`src/rtl/nibble_add_pkg.sv`:
```
// Shared types and constants for the sliced sequential adder.
// Holds the FSM state encoding and the default slice width.
package nibble_add_pkg;

  localparam int SLICE_DEF = 4;

  typedef enum logic [1:0] {
    IDLE = 2'd0,
    ADD  = 2'd1,
    DONE = 2'd2
  } state_e;

endpackage

```
`src/rtl/slice_adder.sv`:
```
// Combinational W-bit ripple-carry adder for one slice.
// Ports: a, b (W bits), cin -> s (W bits), cout.
module slice_adder
  import nibble_add_pkg::*;
#(
  parameter int W = SLICE_DEF
) (
  input  logic [W-1:0] a,
  input  logic [W-1:0] b,
  input  logic         cin,
  output logic [W-1:0] s,
  output logic         cout
);

  always_comb begin
    logic c;
    c = cin;
    s = '0;
    for (int i = 0; i < W; i++) begin
      s[i] = a[i] ^ b[i] ^ c;
      c    = (a[i] & b[i]) | (c & (a[i] ^ b[i]));
    end
    cout = c;
  end

endmodule

```
`src/rtl/nibble_add_seq.sv`:
```
// Sequential adder: adds two WIDTH-bit operands SLICE bits per clock.
// In: Clk, Reset(n), LoadA/LoadB/Run(n buttons), SW. Out: Aval, Bval, Sum, CO, Busy, Done.
module nibble_add_seq
  import nibble_add_pkg::*;
#(
  parameter int WIDTH = 16,
  parameter int SLICE = SLICE_DEF
) (
  input  logic             Clk,
  input  logic             Reset,
  input  logic             LoadA,
  input  logic             LoadB,
  input  logic             Run,
  input  logic [WIDTH-1:0] SW,
  output logic [WIDTH-1:0] Aval,
  output logic [WIDTH-1:0] Bval,
  output logic [WIDTH-1:0] Sum,
  output logic             CO,
  output logic             Busy,
  output logic             Done
);

  localparam int NS = WIDTH / SLICE;
  localparam int KW = (NS > 1) ? $clog2(NS) : 1;
  localparam logic [KW-1:0] KLAST = KW'(NS - 1);

  // Buttons bundled so one synchronizer/edge detector serves all three.
  // Bit 0 = LoadA, bit 1 = LoadB, bit 2 = Run.
  logic [2:0] btn;
  logic [2:0] s1_q, s2_q, s3_q;
  logic [2:0] press;

  assign btn   = {Run, LoadB, LoadA};
  assign press = s3_q & ~s2_q;

  always_ff @(posedge Clk or negedge Reset) begin
    if (!Reset) begin
      s1_q <= '1;
      s2_q <= '1;
      s3_q <= '1;
    end else begin
      s1_q <= btn;
      s2_q <= s1_q;
      s3_q <= s2_q;
    end
  end

  logic pa, pb, pr, run_up;
  assign pa     = press[0];
  assign pb     = press[1];
  assign pr     = press[2];
  assign run_up = s2_q[2];

  state_e           state_q;
  logic [WIDTH-1:0] aval_q, bval_q, sum_q;
  logic             co_q, busy_q, done_q, cy_q;
  logic [KW-1:0]    k_q;

  logic [SLICE-1:0] sl_a, sl_b, sl_s;
  logic             sl_c;

  assign sl_a = aval_q[k_q*SLICE +: SLICE];
  assign sl_b = bval_q[k_q*SLICE +: SLICE];

  slice_adder #(.W(SLICE)) u_add (
    .a    (sl_a),
    .b    (sl_b),
    .cin  (cy_q),
    .s    (sl_s),
    .cout (sl_c)
  );

  always_ff @(posedge Clk or negedge Reset) begin
    if (!Reset) begin
      state_q <= IDLE;
      aval_q  <= '0;
      bval_q  <= '0;
      sum_q   <= '0;
      co_q    <= 1'b0;
      busy_q  <= 1'b0;
      done_q  <= 1'b0;
      cy_q    <= 1'b0;
      k_q     <= '0;
    end else begin
      unique case (state_q)
        IDLE, DONE: begin
          if (pa) aval_q <= SW;
          if (pb) bval_q <= SW;
          if (state_q == IDLE) begin
            // A Run coinciding with a load is dropped.
            if (pr && !pa && !pb) begin
              state_q <= ADD;
              sum_q   <= '0;
              co_q    <= 1'b0;
              cy_q    <= 1'b0;
              k_q     <= '0;
              busy_q  <= 1'b1;
            end
          end else if (run_up) begin
            // Leave DONE only once Run is released.
            state_q <= IDLE;
            done_q  <= 1'b0;
          end
        end
        ADD: begin
          sum_q[k_q*SLICE +: SLICE] <= sl_s;
          cy_q <= sl_c;
          k_q  <= k_q + 1'b1;
          if (k_q == KLAST) begin
            state_q <= DONE;
            co_q    <= sl_c;
            busy_q  <= 1'b0;
            done_q  <= 1'b1;
          end
        end
        default: state_q <= IDLE;
      endcase
    end
  end

  assign Aval = aval_q;
  assign Bval = bval_q;
  assign Sum  = sum_q;
  assign CO   = co_q;
  assign Busy = busy_q;
  assign Done = done_q;

endmodule

```
`config.mk`:
```
export PLATFORM = sky130hd
export DESIGN_NAME = nibble_add_seq
export DESIGN_NICKNAME = d
export VERILOG_FILES = /design/src/rtl/nibble_add_pkg.sv /design/src/rtl/slice_adder.sv /design/src/rtl/nibble_add_seq.sv
export SDC_FILE = /design/constraint.sdc
export NUM_CORES = 1
export LEC_CHECK = 0
export BUFFER_PORTS_ARGS = -buffer_cell sky130_fd_sc_hd__buf_2
export CORE_AREA = 4 4 132 83
export DETAILED_ROUTE_END_ITERATION = 7
export DIE_AREA = 0 0 136 87
export HOLD_SLACK_MARGIN = 0.02
export PLACE_DENSITY = 0.49
export SLEW_MARGIN = 40
export SYNTH_ARGS = -nofsm -noshare
export SYNTH_HDL_FRONTEND = slang
export SYNTH_SLANG_ARGS = --single-unit
```
`constraint.sdc`:
```
create_clock -name Clk -period 3.9 [get_ports Clk]
set_input_delay 0 -clock Clk [delete_from_list [all_inputs] [get_ports Clk]]
set_output_delay 0 -clock Clk [all_outputs]
set_load 0.03 [all_outputs]
```
==> impl_metrics.env <==
export IMPL_finalCritPeriodShare=0.8371
export IMPL_multi_input_comb_area_um2=1117
export IMPL_layout_min_cycle_time_ns=3.265
export IMPL_design_area_um2=3845
export IMPL_synth_flop_cell="dfrtp_1"
export IMPL_wire_length_of_the_first_global_routing_pass_um=11320
export IMPL_setup_skew_ns=0.006591
export IMPL_cp_peak_stage_delay_ns=0.63
export IMPL_max_cap_violations=0
export IMPL_preCtsSetupSlack_ns=0.6339
export IMPL_post_synth_num_cell_types=27
export IMPL_timing_max_slew_rel_slack=0.6201
export IMPL_run_status="complete, no violations"
export IMPL_cts_htree_levels=3
export IMPL_max_freq_mhz=306.3
export IMPL_synth_net_count=211
export IMPL_p_switching_w=0.001738
export IMPL_grt_overflow_total=0
export IMPL_finalWorstSetupSlack_ns=0.6355
export IMPL_detail_route_iter0_violations=92
export IMPL_clkLatencyLatePin_ns=0.33
export IMPL_die_width_um=136
export IMPL_design_core_area_um2=9704
export IMPL_postCtsSetupBuffers=0
export IMPL_cellInternalPower_w=0.002123
export IMPL_worst_slew_pin_slew_ns=0.5698
export IMPL_first_global_vias=2039
export IMPL_antenna_found_initial=0
export IMPL_fill_cells=925
export IMPL_synthArstFlopShare=1.000
export IMPL_drc_errors=0
export IMPL_ys_warnings_count=0
export IMPL_antenna_cells=0
export IMPL_critPathLaunchType="flip-flop"
export IMPL_ir_worst_vdd_mv=0.5052
export IMPL_syn_instance_count=182
export IMPL_cts_resized=0
export IMPL_crit_path_cell_trace="mux4_2 -> fa_1 -> fa_1 -> fa_1 -> inv_1 -> fa_1 -> inv_1 -> a32o_1"
export IMPL_synth_edff_count=0
export IMPL_syn_to_final_growth_pct=34.54
export IMPL_worst_r2r_path_depth=8
export IMPL_rsz0062_at_grt="false"
export IMPL_post_dp_hpwl_um=5041
export IMPL_power_switching_fraction=0.4502
export IMPL_antenna_left=0
export IMPL_numClockSinks=65
export IMPL_placed_cell_area_um2=3321
export IMPL_viasPerCell=4.527
export IMPL_fin_setup_tns_ns=0
export IMPL_number_of_buffers_between_clock_root_and_the_deepest_sink=2
export IMPL_cts_tree="done"
export IMPL_worst_ep_required_time_ns=4.17
export IMPL_power_density_nw_per_um2=1004
export IMPL_place_gp_congestion=0.7575
export IMPL_maxSlewViolCount=0
export IMPL_criticalPathCategory="reg2reg"
export IMPL_critical_path_max_fanout=11
export IMPL_cts_hold_repair_buffers=21
export IMPL_fin_nets=308
export IMPL_ys_ff_latch=65
export IMPL_finalHoldViolCount=0
export IMPL_number_of_buffers_created_by_cts=9
export IMPL_grt_max_degree=62
export IMPL_clk_root_buffer_cell="clkbuf_16"
export IMPL_crit_path_frequent_cell="fa_1"
export IMPL_via_count=1897
export IMPL_io_pins=72
export IMPL_postRouteWirelength_um=6897
export IMPL_ys_seq_area_frac=0.5731
export IMPL_seq_power_share=0.314
export IMPL_critPathCaptureType="flip-flop"
export IMPL_io_buffers=71
export IMPL_die_height_um=87
export IMPL_cp_arrival_ns=3.53
export IMPL_grt_util_all_layers=0.1279
export IMPL_initial_utilization=0.2945
export IMPL_synth_area_um2=2858
export IMPL_cp_slowest_cell="dfrtp_1"
export IMPL_area_of_the_die_um2=11830
export IMPL_avgRoutedWirePerCell_um=16.46
export IMPL_final_setup_viol_count=0
export IMPL_ff_latch_area_um2=1638
export IMPL_cts_clk_slew_worst_paths_ns=0.05
export IMPL_hp_class="in2async"
export IMPL_fp_row_count=28
export IMPL_pwr_share_comb=0.479
export IMPL_drt_pre_antenna_iters=4
export IMPL_drive_gt1_frac=0.4014
export IMPL_syn_avg_cell_area_um2=15.70
export IMPL_clock_power_share=0.207
export IMPL_static_leakage_power_nw=1.731
[layout by cell type, fill, tap and decap left out, drive strengths merged]
cell type / instances
dfrtp: 56
a21oi: 2
o31ai: 2
clkinv: 1
mux2: 32
nand2: 10
mux4: 8
o21ai: 1
nand4b: 1
dfstp: 9
fa: 4
and4b: 1
buf: 73
nand2b: 4
o21bai: 1
ha: 4
o22ai: 1
nor2: 6
a31o: 1
nor4: 2
a32o: 16
nand3b: 3
clkbuf: 11
dlygate4sd3: 21
clkinvlp: 4
inv: 7
nor3: 2
and2b: 1
[cell type report]
cell class / count / share of cell area
clock buffer: 11 / 0.07159
clock inverter: 5 / 0.009112
inverter: 7 / 0.006834
multi-input combinational: 102 / 0.2906
sequential: 65 / 0.4260
tap: 135 / 0.04393
timing repair buffer: 94 / 0.1520
[cells in the mapped netlist (2+ instances only)]
master	number	area, um^2
a32o_1	16	160.2
buf_6	6	67.56
nor4_4	2	42.54
dfstp_2	9	236.5
mux2_1	32	360.4
nand3b_1	3	22.52
ha_1	4	50.05
nor2_4	3	33.78
nand2_1	10	37.54
fa_1	4	80.08
a21oi_1	2	10.01
nor2_1	3	11.26
dfrtp_1	56	1401
nor3_2	2	20.02
inv_1	7	26.28
nand2b_1	4	25.02
mux4_2	8	180.2
o31ai_1	2	15.01
[metrics by stage]
| stage | util | total power, W | hold slack [ns] | cells |
|---|---|---|---|---|
| finish | 0.3962 | 0.003860 | 0.1913 | 419 |
| global route | 0.3962 | 0.004118 | 0.2082 | 419 |
| CTS | 0.3958 | 0.003929 | 0.1637 | 419 |
| detailed placement | 0.3422 | 0.003093 | -0.1880 | 382 |
| global placement | 0.3422 | 0.003067 | -0.1879 | 382 |
| floorplan | - | 0.002470 | -0.2956 | 182 |
[per-layer routing]
layer	part of all wire	vias to the layer above	GRT usage
li1	-	875	-
met1	0.52	959	0.1869
met2	0.40	56	0.1684
met3	0.069	7	0.05139
met4	0.013	0	0.04666
met5	0	-	0
[critical path: cells and delay by family, from the launching register on]
| kind | cells | cell delay (ns) |
|---|---|---|
| AO/OA/AOI/OAI | 1 | 0.15 |
| adder cells (fa/ha/maj) | 4 | 1.61 |
| buffers and inverters | 2 | 0.23 |
| flip-flops | 1 | 0.63 |
| multiplexers | 1 | 0.59 |
[path summary, 6_finish.rpt]
check | slack [ns] | to | start
worst min-delay path | 0.19 | s1_q[2] | Reset
worst min register to register | 0.35 | s2_q[2] | s1_q[2]
max in group asynchronous | 3.14 | Aval[4] | Reset
worst max-delay path | 0.64 | Sum[11] | k_q[0]
min in group Clk | 0.31 | s1_q[0] | LoadA
worst max register to register | 0.64 | Sum[11] | k_q[0]
[registers in the layout, summed over array words and instances, names as in the netlist, 2 cells and up]
signal,cells
s3_q,3
Sum,16
state_q,2
Aval,16
k_q,2
s1_q,3
s2_q,3
Bval,16
[power groups by stage]
stage	Sequential [W]	Clock (W)	Combinational, W
finish	0.00121	0.000800	0.00185
global placement	0.00123	0	0.00184
floorplan	0.00160	0	0.000872
detailed placement	0.00122	0	0.00187
CTS	0.00121	0.000826	0.00189
global route	0.00126	0.000855	0.00201
[kinds of logic after synthesis]
family | synth area share
buffers and inverters | 0.03590
DFF | 0.5731
adders and majority gates | 0.04554
muxes | 0.1891
AOI/OAI and AO/OA | 0.07443
and+or+nand+nor | 0.08187
Power figures use the tool's default switching activity.
